**src/rtl/em_pipe_stage_reg_pkg.sv**
```systemverilog
// Shared MIPS definitions for the EX->MEM pipeline register: field widths,
// the NOP encoding and the exception codes carried down the pipe.
package em_pipe_stage_reg_pkg;
    localparam int          REG_W      = 5;
    localparam int          EXC_W      = 5;
    localparam int          TNEW_W_DEF = 2;
    localparam logic [31:0] NOP_INSTR  = 32'h0;

    localparam logic [EXC_W-1:0] EXC_NONE = 5'd0;
    localparam logic [EXC_W-1:0] EXC_ADEL = 5'd4;
    localparam logic [EXC_W-1:0] EXC_ADES = 5'd5;
    localparam logic [EXC_W-1:0] EXC_RI   = 5'd10;
    localparam logic [EXC_W-1:0] EXC_OV   = 5'd12;
endpackage

```
**src/rtl/em_pipe_stage_reg_sat_counter.sv**
```systemverilog
// Up-counter that sticks at all-ones instead of wrapping; holds when inc=0.
module sat_counter #(
    parameter int W = 16
) (
    input  logic         clk,
    input  logic         reset,
    input  logic         inc,
    output logic [W-1:0] cnt
);
    always_ff @(posedge clk or negedge reset) begin
        if (!reset)
            cnt <= '0;
        else if (inc && (cnt != '1))
            cnt <= cnt + W'(1);
    end
endmodule

```
**src/rtl/em_pipe_stage_reg.sv**
```systemverilog
// EX->MEM pipeline register: stall/flush control, Tnew ageing, $0 write
// suppression and saturating counts of instructions and bubbles passed to M.
module em_pipe_stage_reg
    import em_pipe_stage_reg_pkg::*;
#(
    parameter int                DATA_W           = 32,
    parameter int                TNEW_W           = TNEW_W_DEF,
    parameter logic [DATA_W-1:0] RESET_PC         = 32'h0000_3000,
    parameter bit                KEEP_PC_ON_FLUSH = 1'b1,
    parameter int                PERF_W           = 16
) (
    input  logic              clk,
    input  logic              reset,
    input  logic              en,
    input  logic              flush,
    input  logic              valid_E,
    input  logic [DATA_W-1:0] pc_E,
    input  logic [DATA_W-1:0] instr_E,
    input  logic [DATA_W-1:0] ALUOut_E,
    input  logic [DATA_W-1:0] WriteData_E,
    input  logic [REG_W-1:0]  A3_E,
    input  logic              RegWrite_E,
    input  logic [TNEW_W-1:0] Tnew_E,
    input  logic [EXC_W-1:0]  ExcCode_E,
    input  logic              BD_E,
    output logic              valid_M,
    output logic [DATA_W-1:0] pc_M,
    output logic [DATA_W-1:0] instr_M,
    output logic [DATA_W-1:0] ALUOut_M,
    output logic [DATA_W-1:0] WriteData_M,
    output logic [REG_W-1:0]  A3_M,
    output logic              RegWrite_M,
    output logic [TNEW_W-1:0] Tnew_M,
    output logic [EXC_W-1:0]  ExcCode_M,
    output logic              BD_M,
    output logic [PERF_W-1:0] inst_cnt,
    output logic [PERF_W-1:0] bubble_cnt
);
    logic              w_adv;
    logic              w_bubble;
    logic              w_real;
    logic              w_wr_vis;
    logic [TNEW_W-1:0] w_tnew_aged;

    assign w_adv       = en | flush;
    assign w_bubble    = flush | ~valid_E;
    assign w_real      = w_adv & ~w_bubble;
    // Writes to $0 are hidden from the hazard unit entirely.
    assign w_wr_vis    = RegWrite_E & (A3_E != '0);
    assign w_tnew_aged = (Tnew_E == '0) ? '0 : Tnew_E - TNEW_W'(1);

    always_ff @(posedge clk or negedge reset) begin
        if (!reset) begin
            valid_M     <= 1'b0;
            pc_M        <= RESET_PC;
            instr_M     <= '0;
            ALUOut_M    <= '0;
            WriteData_M <= '0;
            A3_M        <= '0;
            RegWrite_M  <= 1'b0;
            Tnew_M      <= '0;
            ExcCode_M   <= '0;
            BD_M        <= 1'b0;
        end else if (w_adv) begin
            if (w_bubble) begin
                valid_M     <= 1'b0;
                pc_M        <= KEEP_PC_ON_FLUSH ? pc_E : '0;
                instr_M     <= DATA_W'(NOP_INSTR);
                ALUOut_M    <= '0;
                WriteData_M <= '0;
                A3_M        <= '0;
                RegWrite_M  <= 1'b0;
                Tnew_M      <= '0;
                ExcCode_M   <= EXC_NONE;
                BD_M        <= KEEP_PC_ON_FLUSH ? BD_E : 1'b0;
            end else begin
                valid_M     <= 1'b1;
                pc_M        <= pc_E;
                instr_M     <= instr_E;
                ALUOut_M    <= ALUOut_E;
                WriteData_M <= WriteData_E;
                A3_M        <= w_wr_vis ? A3_E : '0;
                RegWrite_M  <= w_wr_vis;
                Tnew_M      <= w_wr_vis ? w_tnew_aged : '0;
                ExcCode_M   <= ExcCode_E;
                BD_M        <= BD_E;
            end
        end
    end

    sat_counter #(.W(PERF_W)) u_inst_cnt (
        .clk   (clk),
        .reset (reset),
        .inc   (w_real),
        .cnt   (inst_cnt)
    );

    sat_counter #(.W(PERF_W)) u_bubble_cnt (
        .clk   (clk),
        .reset (reset),
        .inc   (w_adv & w_bubble),
        .cnt   (bubble_cnt)
    );
endmodule

```
**config.mk**
```make
export PLATFORM = sky130hd
export DESIGN_NAME = em_pipe_stage_reg
export DESIGN_NICKNAME = d
export VERILOG_FILES = /design/src/rtl/em_pipe_stage_reg_pkg.sv /design/src/rtl/em_pipe_stage_reg_sat_counter.sv /design/src/rtl/em_pipe_stage_reg.sv
export SDC_FILE = /design/constraint.sdc
export NUM_CORES = 1
export LEC_CHECK = 0
export CORE_MARGIN = 3
export CORE_UTILIZATION = 41
export CTS_CLUSTER_SIZE = 16
export DETAILED_ROUTE_END_ITERATION = 7
export PLACE_DENSITY = 0.81
export SETUP_SLACK_MARGIN = 0.02
export SYNTH_ARGS = -nofsm -noshare
export SYNTH_HDL_FRONTEND = slang
export SYNTH_SLANG_ARGS = --single-unit
```
**constraint.sdc**
```tcl
create_clock -name clk -period 2.1 [get_ports clk]
set_input_delay 0.63 -clock clk [delete_from_list [all_inputs] [get_ports clk]]
set_output_delay 0.63 -clock clk [all_outputs]
set_load 0.05 [all_outputs]
```
== Word level (Yosys, flattened, before mapping) ==
Cells that the tools add are included.

* Add/subtract/negate cells: 3
* Equality and inequality tests: 2
* Muxes and demuxes: 11
* Bitwise gates (word level): 7
* Reduce and logical (&&, ||, !) cells: 4

{| class="wikitable"
|+ Operators by type and width
! kind !! number
|-
| 2-to-1 mux 32 bit || 3
|-
| adder 16 x 1 -> 16 bit (second input constant) || 2
|-
| inequality test 16 bit (second input constant) || 2
|-
| 2-to-1 mux 5 bit || 3
|-
| 2-to-1 mux 2 bit || 3
|-
| nonzero test 5 bit || 1
|-
| bitwise AND 1 bit || 3
|-
| logical AND 1 bit || 2
|-
| logical NOT 2 bit || 1
|-
| 2-to-1 mux 1 bit || 2
|-
| NOT 1 bit || 2
|-
| bitwise OR 1 bit || 2
|-
| subtractor 2 x 1 -> 2 bit (second input constant) || 1
|}

* Bits in registers: 175
* Input bits: 147
* Output and inout bits: 175
* Word-level logic and storage cells: 39

== Longest topological paths before layout ==
* Word-level depth: 5
* Mapped depth: 6
* Gate-level depth less buffers: 5

== Modules after synthesis ==
Synthesis repeated with hierarchy kept, for this count alone.

* Cell total of the unflattened synthesis: 469
* Area, all modules: 6842.8 um^2

{| class="wikitable"
|+ By module, submodules not included
! module !! instances !! cells an instance !! area each (um^2) !! sequential area each (um^2)
|-
| em_pipe_stage_reg || 1 || 325 || 5123.7 || 3580.9
|-
| sat_counter || 2 || 72 || 859.6 || 400.4
|}

== Worst setup path before layout ==
No wires, ideal clock.

* Path type: register -> register
* From: register u_inst_cnt.cnt[6]
* To: register u_inst_cnt.cnt[1]
* Arrival: 2.056 ns
* Required time: 1.975 ns
* Path slack: -0.081 ns
* Cell stages (with the launch flop): 6
* Path buffers: 1
* Cell sequence: dfrtp_1 > nand4_1 > or4_1 > buf_6 > o21a_4 > mux2_4

* Word-level cells in the longest chain between the ends: 2

{| class="wikitable"
|+ RTL lines
! element !! line !! source
|-
| start, declared || em_pipe_stage_reg_sat_counter.sv:8 || <nowiki>output logic [W-1:0] cnt</nowiki>
|-
| start signal, assigned || em_pipe_stage_reg_sat_counter.sv:14 || <nowiki>cnt <= cnt + W'(1);</nowiki>
|-
| inequality test 16 bit || em_pipe_stage_reg_sat_counter.sv:13 || <nowiki>else if (inc && (cnt != '1))</nowiki>
|-
| logical AND 1 bit || em_pipe_stage_reg_sat_counter.sv:13 ||
|}

No other way between the ends.
A chain may end at the register's enable or synchronous reset.

== Final worst setup path ==
* From: input port en
* To: register u_bubble_cnt.cnt[12]

* Word-level cells in the longest chain between the ends: 3

{| class="wikitable"
|+ RTL lines
! element !! line !! source
|-
| start, declared || em_pipe_stage_reg.sv:14 || <nowiki>input logic en,</nowiki>
|-
| bitwise OR 1 bit || em_pipe_stage_reg.sv:45 || <nowiki>assign w_adv = en | flush;</nowiki>
|-
| bitwise AND 1 bit || em_pipe_stage_reg.sv:101 || <nowiki>.inc (w_adv & w_bubble),</nowiki>
|-
| logical AND 1 bit || em_pipe_stage_reg_sat_counter.sv:13 ||
|-
| end signal, assigned || em_pipe_stage_reg_sat_counter.sv:14 ||
|-
| end, declared || em_pipe_stage_reg_sat_counter.sv:8 ||
|}

No other way between the ends.

==> flow_summary.ini <==
[sta]
relSlewSlack_pct = 67.2
fin_hold_ws_ns = 0.0914
period_share_pct = 90.7
slew_violations = 0
finalCriticalPeriod_ns = 1.90
setup_viol = 0
rsz0062_at_grt = no
finalHoldViolCount = 0
worstMarginPinSlew_ns = 0.480
finClkSkew_ns = 0.00610
fmax_mhz = 525

[placed_design]
gp_congestion = 0.878
io_buffers = 321
dp.cells = 1012
placed_area_um2 = 9960
place_hpwl_um = 15000

[worst_setup_path]
cp_num_buf_inv = 1
critPathRequiredTime_ns = 2.41
arrival_ns = 2.21
cp_top_family = simple AND/OR/NAND/NOR gates
max_stage_delay_ns = 0.47
path_cells = clkdlybuf4s50_1 > nor2b_1 > o211ai_1 > nor3_1 > mux2_2
path_max_fanout = 4
end_kind = flop
critical_path_class = input pin to flop
cp-start-kind = input pin
cp_slowest_cell = clkdlybuf4s50_1

[clock_tree]
cts-resized-gates = 0
cts.clk_slew.worst_paths_ns = 0.06
cts_buffers = 17
cts_tree = built
clock-sinks = 175
hold_buffers = 0
clk_latency_ns = 0.42
clk_path_buf_depth = 2
cts-root-buf = clkbuf_16
post_cts_buffers = 0
htree_levels = 4

[power]
vdd_ir_drop_max_uv = 564
power_uw = 9310
powerDensity_nw_per_um2 = 881
leakage_uw = 0.00505

[layout]
antenna_cells = 0
fillers = 1153
final_nets = 969
area_delta_synth_final_pct = 59.0
drive_above_1_share_pct = 35.5
register_area_um2 = 4390
multi_input_area_um2 = 2160
final_cell_area_um2 = 10600
layout.cells.non_filler = 1044

[global_routing]
grt_use_total_pct = 22.8
grt_first_pass_wirelength_um = 31900
gr-total-overflow = 0
grt_pass1_vias = 5755
grt_start_max_net_pins = 56
antenna_found_initial = 0

[detailed_routing]
drt-initial-drc-count = 329
drc = 0
avgViaCountPerCell = 5.25
drt-total-wl_um = 20400
avgRoutedWirePerCell_um = 19.5
antenna_left = 0
num_vias = 5478
drt_pass1_iterations = 4

[synth]
synth_cell_types = 43
synth_nets = 620
synth_edf_count = 0
synth_top_area_share_pct = 65.1
ys_ff_latch = 175
async_flop_share_pct = 100
netlist_area_um2 = 6650
seq_area_frac_synth_pct = 65.9
ys_top_cells_by_area = dfrtp_1 (65%), a22o_1 (13%), mux2_2 (6.4%)
yosys_warnings = 0
synth_top_area_cell = dfrtp_1
synth_cells = 471
syn_area_per_cell_um2 = 14.1
synth_flop_cell = dfrtp_1
synthTopCellsByCount = dfrtp_1 (173), a22o_1 (101), mux2_2 (38), clkbuf_1 (22), nand2_1 (17)
yosysMostFrequentCell = dfrtp_1

[floorplanning]
die_h_um = 133
start_util_pct = 42.8
dieArea_um2 = 17800
core_area_um2 = 15500
std_cell_rows = 45
die_x_um = 133
pin_count = 322

[run_status]
status = finished, final reports clean

[flow_run]
cap_viol_max_count = 0

[worst_hold_path]
hold_path_class = input pin to async pin
## through the flow
stage | worst slack [ns] | utilization [%] | TNS, ns
final | 0.195 | 68.1 | 0
after global routing | 0.125 | 68.1 | 0
after CTS | 0.207 | 68.1 | 0
after detailed placement | -0.153 | 64.1 | -5.86
after global placement | -0.139 | 64.1 | -3.32
after floorplan | 0.0217 | - | 0
## final timing paths
check                                               from                          endpoint  slack, ns  cells after the start
setup / recovery                                      en  u_bubble_cnt.cnt[12]$_DFFE_PN0P_       0.20                      5
hold / removal                                     reset        WriteData_M[3]$_DFFE_PN0N_       0.09                      1
setup reg to reg           u_inst_cnt.cnt[6]$_DFFE_PN0P_     u_inst_cnt.cnt[1]$_DFFE_PN0P_       0.24                      4
hold reg to reg                      valid_M$_DFFE_PN0N_               valid_M$_DFFE_PN0N_       0.48                      2
max in group asynchronous                          reset              pc_M[13]$_DFFE_PN1N_       1.35                      2
min in group clk                     valid_M$_DFFE_PN0N_               valid_M$_DFFE_PN0N_       0.48                      2
## worst reg2reg max path, cell delays in order (launching register included)
cell	delay, ns
dfrtp_2	0.43
nand4_1	0.17
or4_1	0.62
o21a_4	0.24
mux2_4	0.28
## final cells by class
type | instances | area share [%]
clock buffers | 20 | 4.32
clock inverters | 12 | 1.48
inverters | 2 | 0.0710
multi-input cells | 266 | 20.4
flip-flops and latches | 175 | 41.5
well taps | 211 | 2.50
repair buffers | 358 | 29.7
## state kept, by name, indices dropped and copies added (netlist names)
register and flops:
A3_M 5, u_inst_cnt.cnt 16, Tnew_M 2, valid_M 1, instr_M 32, WriteData_M 32, ALUOut_M 32, RegWrite_M 1
ExcCode_M 5, u_bubble_cnt.cnt 16, pc_M 32, BD_M 1
## layout by cell type, fill, tap and decap left out, types with 2 or more instances in the layout
cell,Yosys,final
xnor2_1,11,11
xor2_1,12,12
a21oi_1,3,3
buf_12,0,7
o21ai_0,4,4
bufinv_16,0,3
mux2_2,38,38
ha_1,2,2
dfrtp_2,0,6
nor2_1,13,12
or4_1,2,2
a211oi_1,2,2
inv_1,2,2
dfstp_2,2,2
buf_4,0,205
nand4_1,10,10
clkbuf_8,0,2
dfrtp_1,173,167
nand2_1,17,17
and4_1,2,2
clkdlybuf4s50_1,0,145
nor4_1,3,3
nor3_1,5,5
and2_1,3,3
nand3_1,12,12
a32o_1,6,6
clkinv_2,0,3
o211ai_1,3,3
inv_6,0,4
a22o_1,101,101
clkbuf_16,0,17
## layer usage
layer	routed length [µm]	vias to the layer above	track usage, %
met3	1620	37	7.40
li1	-	2460	-
met2	10500	237	39.5
met1	7720	2744	26.3
met5	0	-	0
met4	558	0	8.63
## cells by family (layout without fill, tap and decap cells)
group           Yosys count  in the layout  synth area share [%]
xor+xnor                 23             23                  3.03
mux                      39             39                  6.66
simple gates             75             75                  5.85
fa+ha+maj                 2              2                 0.376
compound gates          127            127                  16.4
flops                   175            175                  65.9
buf+inv                  30            392                  1.82
## report_power, final
part	total (µW)	internal, µW	leakage (µW)	switching, µW
registers	3870	3620	0.00230	252
logic	2170	836	0.00245	1330
clock network	3280	1950	0.000302	1330
total	9310	6400	0.00505	2910
Power figures use the tool's default switching activity.
==> variant (same settings) <==
Change the parameter `DATA_W` from 32 to 48.
--- a/src/rtl/em_pipe_stage_reg.sv
+++ b/src/rtl/em_pipe_stage_reg.sv
@@ -5,3 +5,3 @@
 #(
-    parameter int                DATA_W           = 32,
+    parameter int                DATA_W           = 48,
     parameter int                TNEW_W           = TNEW_W_DEF,
Ports: changed (8 resized); port bits go from 322 to 450. No check against the original RTL was run, so the function may have changed too.
==> variant against the unedited design <==
Die area is 34% higher; sequential cell count is 64 higher; first-iteration DRC count is 17% higher; routed wire length is 47% higher; global-route usage is 1.3 points higher; cell area is 36% higher; worst setup slack worse by 0.11 ns; count of clock-buffer cells in the layout is 20 higher; register-to-register slack better by 0.07 ns; synthesized area is 36% higher; fmax is 5.3% lower; total power is 35% higher; critical path type is now reg2out.
==> variant: results <==
export IMPL_outcome="finished clean"
export IMPL_nets=1324
export IMPL_p_leak_nw=6.98
export IMPL_grt_pass1_vias=7799
export IMPL_clkCellAreaFrac_pct=5.62
export IMPL_clock_latency_ns=0.51
export IMPL_cts_buffers=25
export IMPL_grt_max_degree=69
export IMPL_drt_iter0_drc=385
export IMPL_cp_top_family="buffers and inverters"
export IMPL_power_density_nw_per_um2=869
export IMPL_ys_top_cells_by_area="dfrtp_1, a22o_1, mux2_2"
export IMPL_grt_pass1_wl_um=45300
export IMPL_track_usage_pct=24.1
export IMPL_netlist_top_cells_count="dfrtp_1, a22o_1, mux2_2, buf_2, clkbuf_1"
export IMPL_relSlewSlack_pct=67.8
export IMPL_p_seq_mw=5.26
export IMPL_clockBufferDepth=3
export IMPL_arrival_ns=1.38
export IMPL_postPlaceCellArea_sq_um=13600
export IMPL_vias=7360
export IMPL_syn_nets=835
export IMPL_inverters=6
export IMPL_ys_seq_elements=239
export IMPL_critPathMaxStageDelay_ns=0.53
[variant: cell types whose count changed after synthesis, moves of 3 or more]
| cell | change |
|---|---|
| dfrtp_1 | +64 |
| a22o_1 | +48 |
| buf_2 | +22 |
| mux2_2 | +20 |
| nand4_1 | -7 |
| nor3_1 | +7 |
| xnor2_1 | -7 |
| clkbuf_1 | -6 |
| a21oi_1 | +5 |
| buf_1 | -4 |
| inv_1 | +4 |
| and3_1 | +3 |
[variant: cell families (layout without fill, tap and decap cells)]
logic type | Yosys count | in the layout | share of synthesized area, %
xor+xnor | 18 | 18 | 1.75
mux | 59 | 59 | 7.34
compound gates | 180 | 180 | 16.9
fa+ha+maj | 2 | 2 | 0.277
other cells | 0 | 1 | 0
flops | 239 | 239 | 66.3
simple gates | 79 | 79 | 5.28
buf+inv | 45 | 553 | 2.19
[variant: layer usage]
metal	GRT usage, %	share of wire (%)
met5	0	0
met4	9.63	4.5
met3	6.77	8.6
met2	41.5	50
met1	28.5	37
[variant: final timing paths]
kind,startpoint,endpoint,slack (ns),depth (start not counted)
setup / recovery,pc_M[14],pc_M[14],0.09,1
hold / removal,reset,WriteData_M[27],0.0006,1
setup reg to reg,u_inst_cnt.cnt[0],u_inst_cnt.cnt[12],0.31,5
hold reg to reg,Tnew_M[0],Tnew_M[0],0.48,2
max in group asynchronous,reset,ALUOut_M[7],1.46,2
min in group clk,Tnew_M[0],Tnew_M[0],0.48,2
[variant: metrics by stage]
stage | utilization, % | TNS, ns | setup WS [ns] | instances
floorplan | - | 0 | 0.0844 | 622
global placement | 63.7 | -24.56 | -0.307 | 1359
detailed placement | 63.7 | -31.09 | -0.320 | 1359
CTS | 67.5 | 0 | 0.0353 | 1405
global route | 67.5 | 0 | 0.0295 | 1406
finish | 67.5 | 0 | 0.0890 | 1406
